File: config.mk
export PLATFORM = sky130hd
export DESIGN_NAME = tag_verify_unit
export DESIGN_NICKNAME = d
export VERILOG_FILES = /design/src/rtl/tag_verify_unit.sv
export SDC_FILE = /design/constraint.sdc
export NUM_CORES = 1
export LEC_CHECK = 0
export CAP_MARGIN = 5
export CORE_AREA = 4 4 134 136
export DETAILED_ROUTE_END_ITERATION = 12
export DIE_AREA = 0 0 138 140
export PLACE_DENSITY = 0.89
export SLEW_MARGIN = 20
export SYNTH_ARGS = -nofsm -noshare
export SYNTH_HDL_FRONTEND = slang
export SYNTH_SLANG_ARGS = --single-unit
File: constraint.sdc
create_clock -name clock_i -period 2.7 [get_ports clock_i]
set_input_delay 0.675 -clock clock_i [delete_from_list [all_inputs] [get_ports clock_i]]
set_output_delay 0.675 -clock clock_i [all_outputs]
set_load 0.02 [all_outputs]
File: src/rtl/tag_verify_unit.sv
`default_nettype none
// +--------------------------------------------------------------------------+
// | tag_verify_unit: constant-time compare of a latched 128-bit tag with a    |
// | streamed expected tag (MSB word first).                  Revision: 1.0    |
// +--------------------------------------------------------------------------+
module tag_verify_unit #(
  parameter int WORD_W = 32
) (
  input  logic              clock_i,
  input  logic              resetb_i,
  input  logic              start_i,
  input  logic [127:0]      tag_i,
  input  logic              abort_i,
  input  logic [WORD_W-1:0] exp_word_i,
  input  logic              exp_valid_i,
  output logic              exp_ready_o,
  output logic              busy_o,
  output logic              done_o,
  output logic              tag_ok_o
);

  localparam int N     = 128 / WORD_W;
  localparam int CNT_W = $clog2(N) + 1;

  typedef enum logic [1:0] {
    ST_IDLE    = 2'd0,
    ST_LOAD    = 2'd1,
    ST_COMPARE = 2'd2,
    ST_DONE    = 2'd3
  } state_t;

  state_t             state_q, state_d;
  logic [127:0]       tag_q, tag_d;
  logic [CNT_W-1:0]   cnt_q, cnt_d;
  logic [WORD_W-1:0]  diff_q, diff_d;
  logic               ok_q, ok_d;
  logic               done_q, done_d;
  logic [WORD_W-1:0]  slice;

  // Constant-index mux keeps the word select free of variable part-selects.
  always_comb begin
    slice = tag_q[127 -: WORD_W];
    for (int k = 0; k < N; k++) begin
      if (cnt_q == CNT_W'(k)) slice = tag_q[127 - k*WORD_W -: WORD_W];
    end
  end

  always_comb begin
    state_d = state_q;
    tag_d   = tag_q;
    cnt_d   = cnt_q;
    diff_d  = diff_q;
    ok_d    = ok_q;
    done_d  = 1'b0;
    if (abort_i) begin
      state_d = ST_IDLE;
      cnt_d   = '0;
      diff_d  = '0;
      ok_d    = 1'b0;
    end else begin
      case (state_q)
        ST_IDLE: begin
          if (start_i) begin
            tag_d   = tag_i;
            cnt_d   = '0;
            diff_d  = '0;
            ok_d    = 1'b0;
            state_d = ST_LOAD;
          end
        end
        ST_LOAD: begin
          if (exp_valid_i) begin
            diff_d = diff_q | (exp_word_i ^ slice);
            cnt_d  = cnt_q + CNT_W'(1);
            if (cnt_q == CNT_W'(N - 1)) state_d = ST_COMPARE;
          end
        end
        ST_COMPARE: begin
          ok_d    = (diff_q == '0);
          state_d = ST_DONE;
        end
        ST_DONE: begin
          done_d  = 1'b1;
          state_d = ST_IDLE;
        end
        default: state_d = ST_IDLE;
      endcase
    end
  end

  always_ff @(posedge clock_i or negedge resetb_i) begin
    if (!resetb_i) begin
      state_q <= ST_IDLE;
      tag_q   <= '0;
      cnt_q   <= '0;
      diff_q  <= '0;
      ok_q    <= 1'b0;
      done_q  <= 1'b0;
    end else begin
      state_q <= state_d;
      tag_q   <= tag_d;
      cnt_q   <= cnt_d;
      diff_q  <= diff_d;
      ok_q    <= ok_d;
      done_q  <= done_d;
    end
  end

  assign exp_ready_o = (state_q == ST_LOAD);
  assign busy_o      = (state_q != ST_IDLE);
  assign done_o      = done_q;
  assign tag_ok_o    = ok_q;

endmodule
`default_nettype wire

==> impl_metrics.toml, run 1 <==
[global_route]
grt_pass1_vias = 7024
grt_first_pass_wirelength_mm = 35.8
antenna_found_initial = 0
grt_max_degree = 59
grt_util_all_layers_pct = 22.9
global_route.overflow_total = 0

[place]
dp.cells = 1110
post-dp-hpwl_mm = 15.1
dpl_worst_slack_ps = 87.9
placed_cell_area_um2 = 10600
io_buffers = 168
gp_routability_congestion = 0.833

[pwr]
power_report.internal_total_mw = 6.92
seq_power_share_pct = 43.9
power_per_cell_area_nw_per_um2 = 905
switchingPower_mw = 3.18
p_total_mw = 10.1
combPwrFrac_pct = 32.0
vdd_drop_max_uv = 526
total_leakage_power_nw = 4.74
clock_power_share_pct = 24.1
switching_share_pct = 31.5

[floorplanning]
ioPinCount = 169
dieWidth_um = 138
floorplan.rows = 48
dieArea_um2 = 19300
die_height_um = 140
initial_util_pct = 50.9
core_region_area_um2 = 16900

[sta]
timing.final.hold_violations = 0
max_freq_ghz = 0.388
holdWs_ps = 229
finalMaxSlewViolations = 0
fin_setup_tns_ps = 0
worst_slack_ps = 123
finalCritPeriodShare_pct = 95.4
finClkSkew_ps = 7.74
final-setup-viol-count = 0
tightest_slew_ps = 866
rsz0062_at_grt = "no"
final.min_clock_period_ps = 2580
maxSlewHeadroom_pct = 40.8

[setup_path]
worst_r2r_path_depth = 6
timing.critical_path.arrival_ps = 1900
worst_r2r_startpoint = "cnt_q[0]"
cp_max_fo = 6
worst_setup_path_start_kind = "flip-flop"
worstSetupPathType = "flip-flop to output pin"
cp-end-kind = "output pin"
timing.reg2reg.setup_slack_ps = 180
timing.critical_path.required_ps = 2030
regToRegEndpoint = "diff_q[24]"

[finish]
fin_area_um2 = 11200
final_cells = 1141
relative_area_change_from_synthesis_to_final_layout_pct = 29.5
layout-drive-gt1-share_pct = 20.4
total_area_of_sequential_cells_um2 = 4180
final_core_utilization_pct = 65.9
num_antenna_cells = 0
multiInputGateArea_um2 = 3890
n_fill_cell = 1280
design.final.nets = 1077

[clocking]
clock_latency_ps = 430
tritoncts = "built"
clock_sinks = 167
worst_setup_hold_path_clk_slew_ps = 70
cts_buffers = 17
cts.path.max_buffers = 2
cts_post_setup_buffers_inserted = 0
cts_hold_buf = 0
clk_root_buffer_cell = "clkbuf_16"
h-tree-depth = 4
post_cts.resized_instances = 0

[routing]
avgViaCountPerCell = 5.82
finalWirelength_mm = 21.8
wl_per_cell_um = 19.1
ant_nets = 0
drc = 0
drt_first_iter_violations = 389
detailroute.via_count = 6638
number_of_search_and_repair_iterations_in_the_first_detailed_routing_pass = 5

[logic_synthesis]
netlist.area_leader.share_pct = 48.5
synthesis.area_um2 = 8620
postSynthNetCount = 930
synth.yosys.seq_area_share_pct = 48.5
synth_cells = 757
synth.distinct_cells = 35
ys_ff_latch = 167
synth-edff-count = 0
yosys_warnings = 0
asyncSetResetFlopFracSynth_pct = 100
netlist.top_cell.by_area = "dfrtp_1"
synth_ff_type = "dfrtp_1"
syn_avg_cell_area_um2 = 11.4
synth.top_cells.by_area = "dfrtp_1 48%, mux2_2 17%, or4b_1 3.7%"

[outcome]
status = "finished clean"

[worst_hold_path]
hold_path_class = "input port to asynchronous set/reset pin"

[job]
max_cap_viol_count = 0
-- metal layers --
| metal | track usage (%) | vias to the layer above | routed length (um) |
|---|---|---|---|
| li1 | - | 3063 | - |
| met1 | 29.7 | 3317 | 9330 |
| met2 | 37.9 | 216 | 10800 |
| met3 | 5.36 | 42 | 1130 |
| met4 | 8.16 | 0 | 504 |
| met5 | 0 | - | 0 |
-- power groups by stage --
stage	logic (mW)	registers [mW]	clock network, mW
after floorplan	2.34	4.20	0
after global placement	3.09	4.39	0
after detailed placement	3.23	4.45	0
after CTS	3.26	4.42	2.45
after global routing	3.58	4.56	2.57
final	3.24	4.43	2.43
-- final cells by class --
class	count	area share, %
sequential	167	37.5
inverter	70	2.35
timing repair buffer	189	17.6
clock inverter	10	1.09
multi-input combinational	459	34.9
clock buffer	21	4.13
tap	225	2.52
-- cells in the final DEF, fill, tap and decap left out, types with 2 or more instances in the layout --
cell	netlist	layout
mux2_2	128	128
o2111ai_1	32	32
ha_2	0	2
or4b_1	32	32
clkinv_2	0	2
nand3_1	33	33
buf_12	0	10
a2111oi_0	32	32
bufinv_16	0	2
clkdlybuf4s50_1	0	165
clkbuf_1	25	2
nand2_1	34	34
nor3b_1	33	33
nor4_1	7	7
clkinv_4	0	3
dfrtp_1	167	166
inv_1	70	70
a21oi_1	2	2
clkbuf_8	0	2
nor2_1	3	3
ha_1	8	6
nor4b_1	33	33
mux2i_1	3	3
or3_1	32	32
inv_6	0	2
and2_1	32	32
buf_4	0	11
o21bai_4	0	2
clkbuf_16	0	17
-- cell families (layout without fill, tap and decap cells) --
group,count (synthesis),after routing,synth area share (%)
xor gates and xnor gates,1,1,0.102
buffers and inverters,131,290,6.76
muxes,131,131,17.1
and+or+nand+nor,248,248,19.4
adders and majority gates,8,8,1.16
DFF,167,167,48.5
AOI/OAI and AO/OA,71,71,7.02
-- synth_stat cells (2+ instances only) --
cell type	instances
nor3b_1	33
nand3_1	33
buf_2	27
nor2_1	3
dlygate4sd1_1	4
or3_1	32
o21bai_1	2
and2_1	32
o2111ai_1	32
clkbuf_1	25
nor4b_1	33
mux2i_1	3
nand2_1	34
nor4_1	7
mux2_2	128
buf_6	5
inv_1	70
or4b_1	32
ha_1	8
a2111oi_0	32
dfrtp_1	167
a21oi_1	2
-- sequential cells by signal, summed over array words and instances (netlist names) --
register,count
cnt_q,3
diff_q,32
done_o,1
state_q,2
tag_ok_o,1
tag_q,128
-- critical path: stages (launching register included) --
cell and delay [ps]:
dfrtp_1 420, inv_1 100, ha_1 280, clkdlybuf4s50_1 680
-- worst max path at each step --
stage / from / end / cells after the start
6_report: state_q[1] / exp_ready_o / 3
5_1_grt: cnt_q[1] / diff_q[24] / 7
4_1_cts: state_q[0] / busy_o / 4
3_5_place_dp: start_i / diff_q[4] / 6
3_3_place_gp: start_i / diff_q[4] / 6
2_1_floorplan: state_q[1] / diff_q[22] / 7
Note: power is estimated with default switching activity, not from simulation.
==> inputs of run 2 (changes only) <==
--- a/config.mk
+++ b/config.mk
@@ -6,10 +6,11 @@
 export NUM_CORES = 1
 export LEC_CHECK = 0
 export CAP_MARGIN = 5
-export CORE_AREA = 4 4 134 136
+export CORE_AREA = 4 4 141 143
 export DETAILED_ROUTE_END_ITERATION = 12
-export DIE_AREA = 0 0 138 140
-export PLACE_DENSITY = 0.89
+export DIE_AREA = 0 0 145 147
+export GPL_ROUTABILITY_DRIVEN = 0
+export PLACE_DENSITY = 0.86
 export SLEW_MARGIN = 20
 export SYNTH_ARGS = -nofsm -noshare
 export SYNTH_HDL_FRONTEND = slang
==> constraint.sdc (replaced) <==
create_clock -name clock_i -period 2.2 [get_ports clock_i]
set_input_delay 0.55 -clock clock_i [delete_from_list [all_inputs] [get_ports clock_i]]
set_output_delay 0.55 -clock clock_i [all_outputs]
set_load 0.1 [all_outputs]
==> impl_metrics.toml, run 2 (same netlist as run 1, synthesis figures left out) <==
[outcome]
status = "finished clean"

[setup_path]
critPathMaxStageDelay_ps = 470
timing.critical_path.required_ps = 2570
timing.critical_path.arrival_ps = 2510
worst_setup_path_start_kind = "flip-flop"
worst_r2r_startpoint = "cnt_q[0]"
worst_r2r_path_depth = 8
worstSetupPathType = "flip-flop to flip-flop"
critical_path_cell_list = "inv_1 -> ha_4 -> clkbuf_16 -> nor4b_1 -> a2111oi_0 -> buf_4 -> or4b_1 -> nand3_1"
crit_buf_inv = 3
cp_slowest_cell = "or4b_1"
cp-end-kind = "flip-flop"
regToRegEndpoint = "diff_q[25]"
cp_max_fo = 25
crit_family = "simple AND/OR/NAND/NOR gates"
timing.reg2reg.setup_slack_ps = 50

[pwr]
combPwrFrac_pct = 35.1
total_leakage_power_nw = 5.02
switching_share_pct = 31.0
p_total_mw = 13.7
clock_power_share_pct = 24.7
seq_power_share_pct = 40.2
power_report.internal_total_mw = 9.47
power_per_cell_area_nw_per_um2 = 1170
switchingPower_mw = 4.25
vdd_drop_max_uv = 590

[routing]
ant_nets = 0
drt_first_iter_violations = 454
avgViaCountPerCell = 5.72
detailroute.via_count = 6843
number_of_search_and_repair_iterations_in_the_first_detailed_routing_pass = 5
drc = 0
finalWirelength_mm = 23.4
wl_per_cell_um = 19.5

[clocking]
cts_hold_buf = 0
clock_latency_ps = 430
clk_root_buffer_cell = "clkbuf_16"
tritoncts = "built"
clock_sinks = 167
cts.path.max_buffers = 2
h-tree-depth = 4
worst_setup_hold_path_clk_slew_ps = 60
cts_buffers = 17

[finish]
design.final.nets = 1124
largestRegisters = "tag_q x128, diff_q x32, cnt_q x3"
num_antenna_cells = 0
largest_reg_by_ff_count = "tag_q"
largest_register_ffs = 128
final_common_cell = "dfrtp_1"
layout-drive-gt1-share_pct = 26.5
relative_area_change_from_synthesis_to_final_layout_pct = 36.6
layout.cells.most_common_list = "165 x dfrtp_1, 162 x clkdlybuf4s50_1, 128 x mux2_2"

[sta]
final.min_clock_period_ps = 2150
maxSlewHeadroom_pct = 54.9
finalMaxSlewViolations = 0
finalCritPeriodShare_pct = 97.5
tightest_slew_ps = 660
rsz0062_at_grt = "yes"
final-setup-viol-count = 0
max_freq_ghz = 0.466
worst_slack_ps = 54.6
timing.final.hold_violations = 0
finClkSkew_ps = 9.09

[global_route]
global_route.overflow_total = 0
grt_max_degree = 77
grt_first_pass_wirelength_mm = 37.2
grt_pass1_vias = 7202
grt_util_all_layers_pct = 21.7
antenna_found_initial = 1

[floorplanning]
initial_util_pct = 46.4
dieArea_um2 = 21300
ioPinCount = 169
dieWidth_um = 145
core_region_area_um2 = 18600
die_height_um = 147
floorplan.rows = 50

[place]
post-dp-hpwl_mm = 15.4
io_buffers = 168
dpl_worst_slack_ps = -259

[job]
max_cap_viol_count = 0

[worst_hold_path]
hold_path_class = "input port to asynchronous set/reset pin"
==> run 2: cell types whose count changed in the layout (fill, tap and decap cells not counted), moves of 3 or more <==
cell	change
nor4b_1	-10
nor4b_2	+9
ha_4	+3
bufinv_16	+4
buf_12	+3
clkdlybuf4s50_1	-3
buf_4	+46
ha_1	-3
==> run 2: repair_timing <==
item / 4_1_cts / 5_1_grt
resized for setup: 9 / 17
setup buffers: 9 / 0
pin swaps: 2 / 0
cloned: 1 / 1
setup endpoints to repair: 33 / 31
==> run 2: metrics by stage <==
| stage | hold WS (ps) | util (%) | setup TNS (ps) | area [um^2] | cells |
|---|---|---|---|---|---|
| 3_5_place_dp | 485 | 58.5 | -6410 | 10900 | 1155 |
| 5_1_grt | 41.9 | 63.4 | -211 | 11800 | 1197 |
| 4_1_cts | 31.9 | 62.7 | 0 | 11700 | 1196 |
| 2_1_floorplan | 254 | - | 0 | 8630 | 757 |
| 3_3_place_gp | 471 | 58.5 | -4180 | 10900 | 1155 |
| 6_report | 22.5 | 63.4 | 0 | 11800 | 1197 |
==> run 2: worst max path at each step <==
| stage | from | end | cells past startpoint |
|---|---|---|---|
| after floorplan | state_q[1] | diff_q[22] | 7 |
| after global placement | start_i | diff_q[0] | 5 |
| after detailed placement | cnt_q[0] | diff_q[28] | 6 |
| after CTS | cnt_q[0] | diff_q[28] | 8 |
| after global routing | cnt_q[0] | diff_q[23] | 8 |
| final | cnt_q[0] | diff_q[25] | 8 |
==> run 2: metal layers <==
| layer | track usage (%) | wire length, um |
|---|---|---|
| met4 | 6.89 | 361 |
| met5 | 0 | 0 |
| met1 | 28.8 | 10200 |
| met3 | 4.13 | 1300 |
| met2 | 36.3 | 11500 |
==> run 2: area by class of cell <==
type	instances	area [um^2]
clock inverters	12	224
repair buffers	235	2350
fillers	1393	6800
well taps	234	293
flip-flops and latches	167	4180
multi-input cells	460	4030
clock buffers	19	443
inverters	70	263
==> run 2: power groups by stage <==
| stage | Clock, mW | Combinational [mW] | Sequential [mW] |
|---|---|---|---|
| 2_1_floorplan | 0 | 3.02 | 5.16 |
| 3_3_place_gp | 0 | 4.48 | 5.45 |
| 3_5_place_dp | 0 | 4.63 | 5.52 |
| 4_1_cts | 3.44 | 4.78 | 5.48 |
| 5_1_grt | 3.58 | 5.25 | 5.68 |
| 6_report | 3.39 | 4.81 | 5.52 |
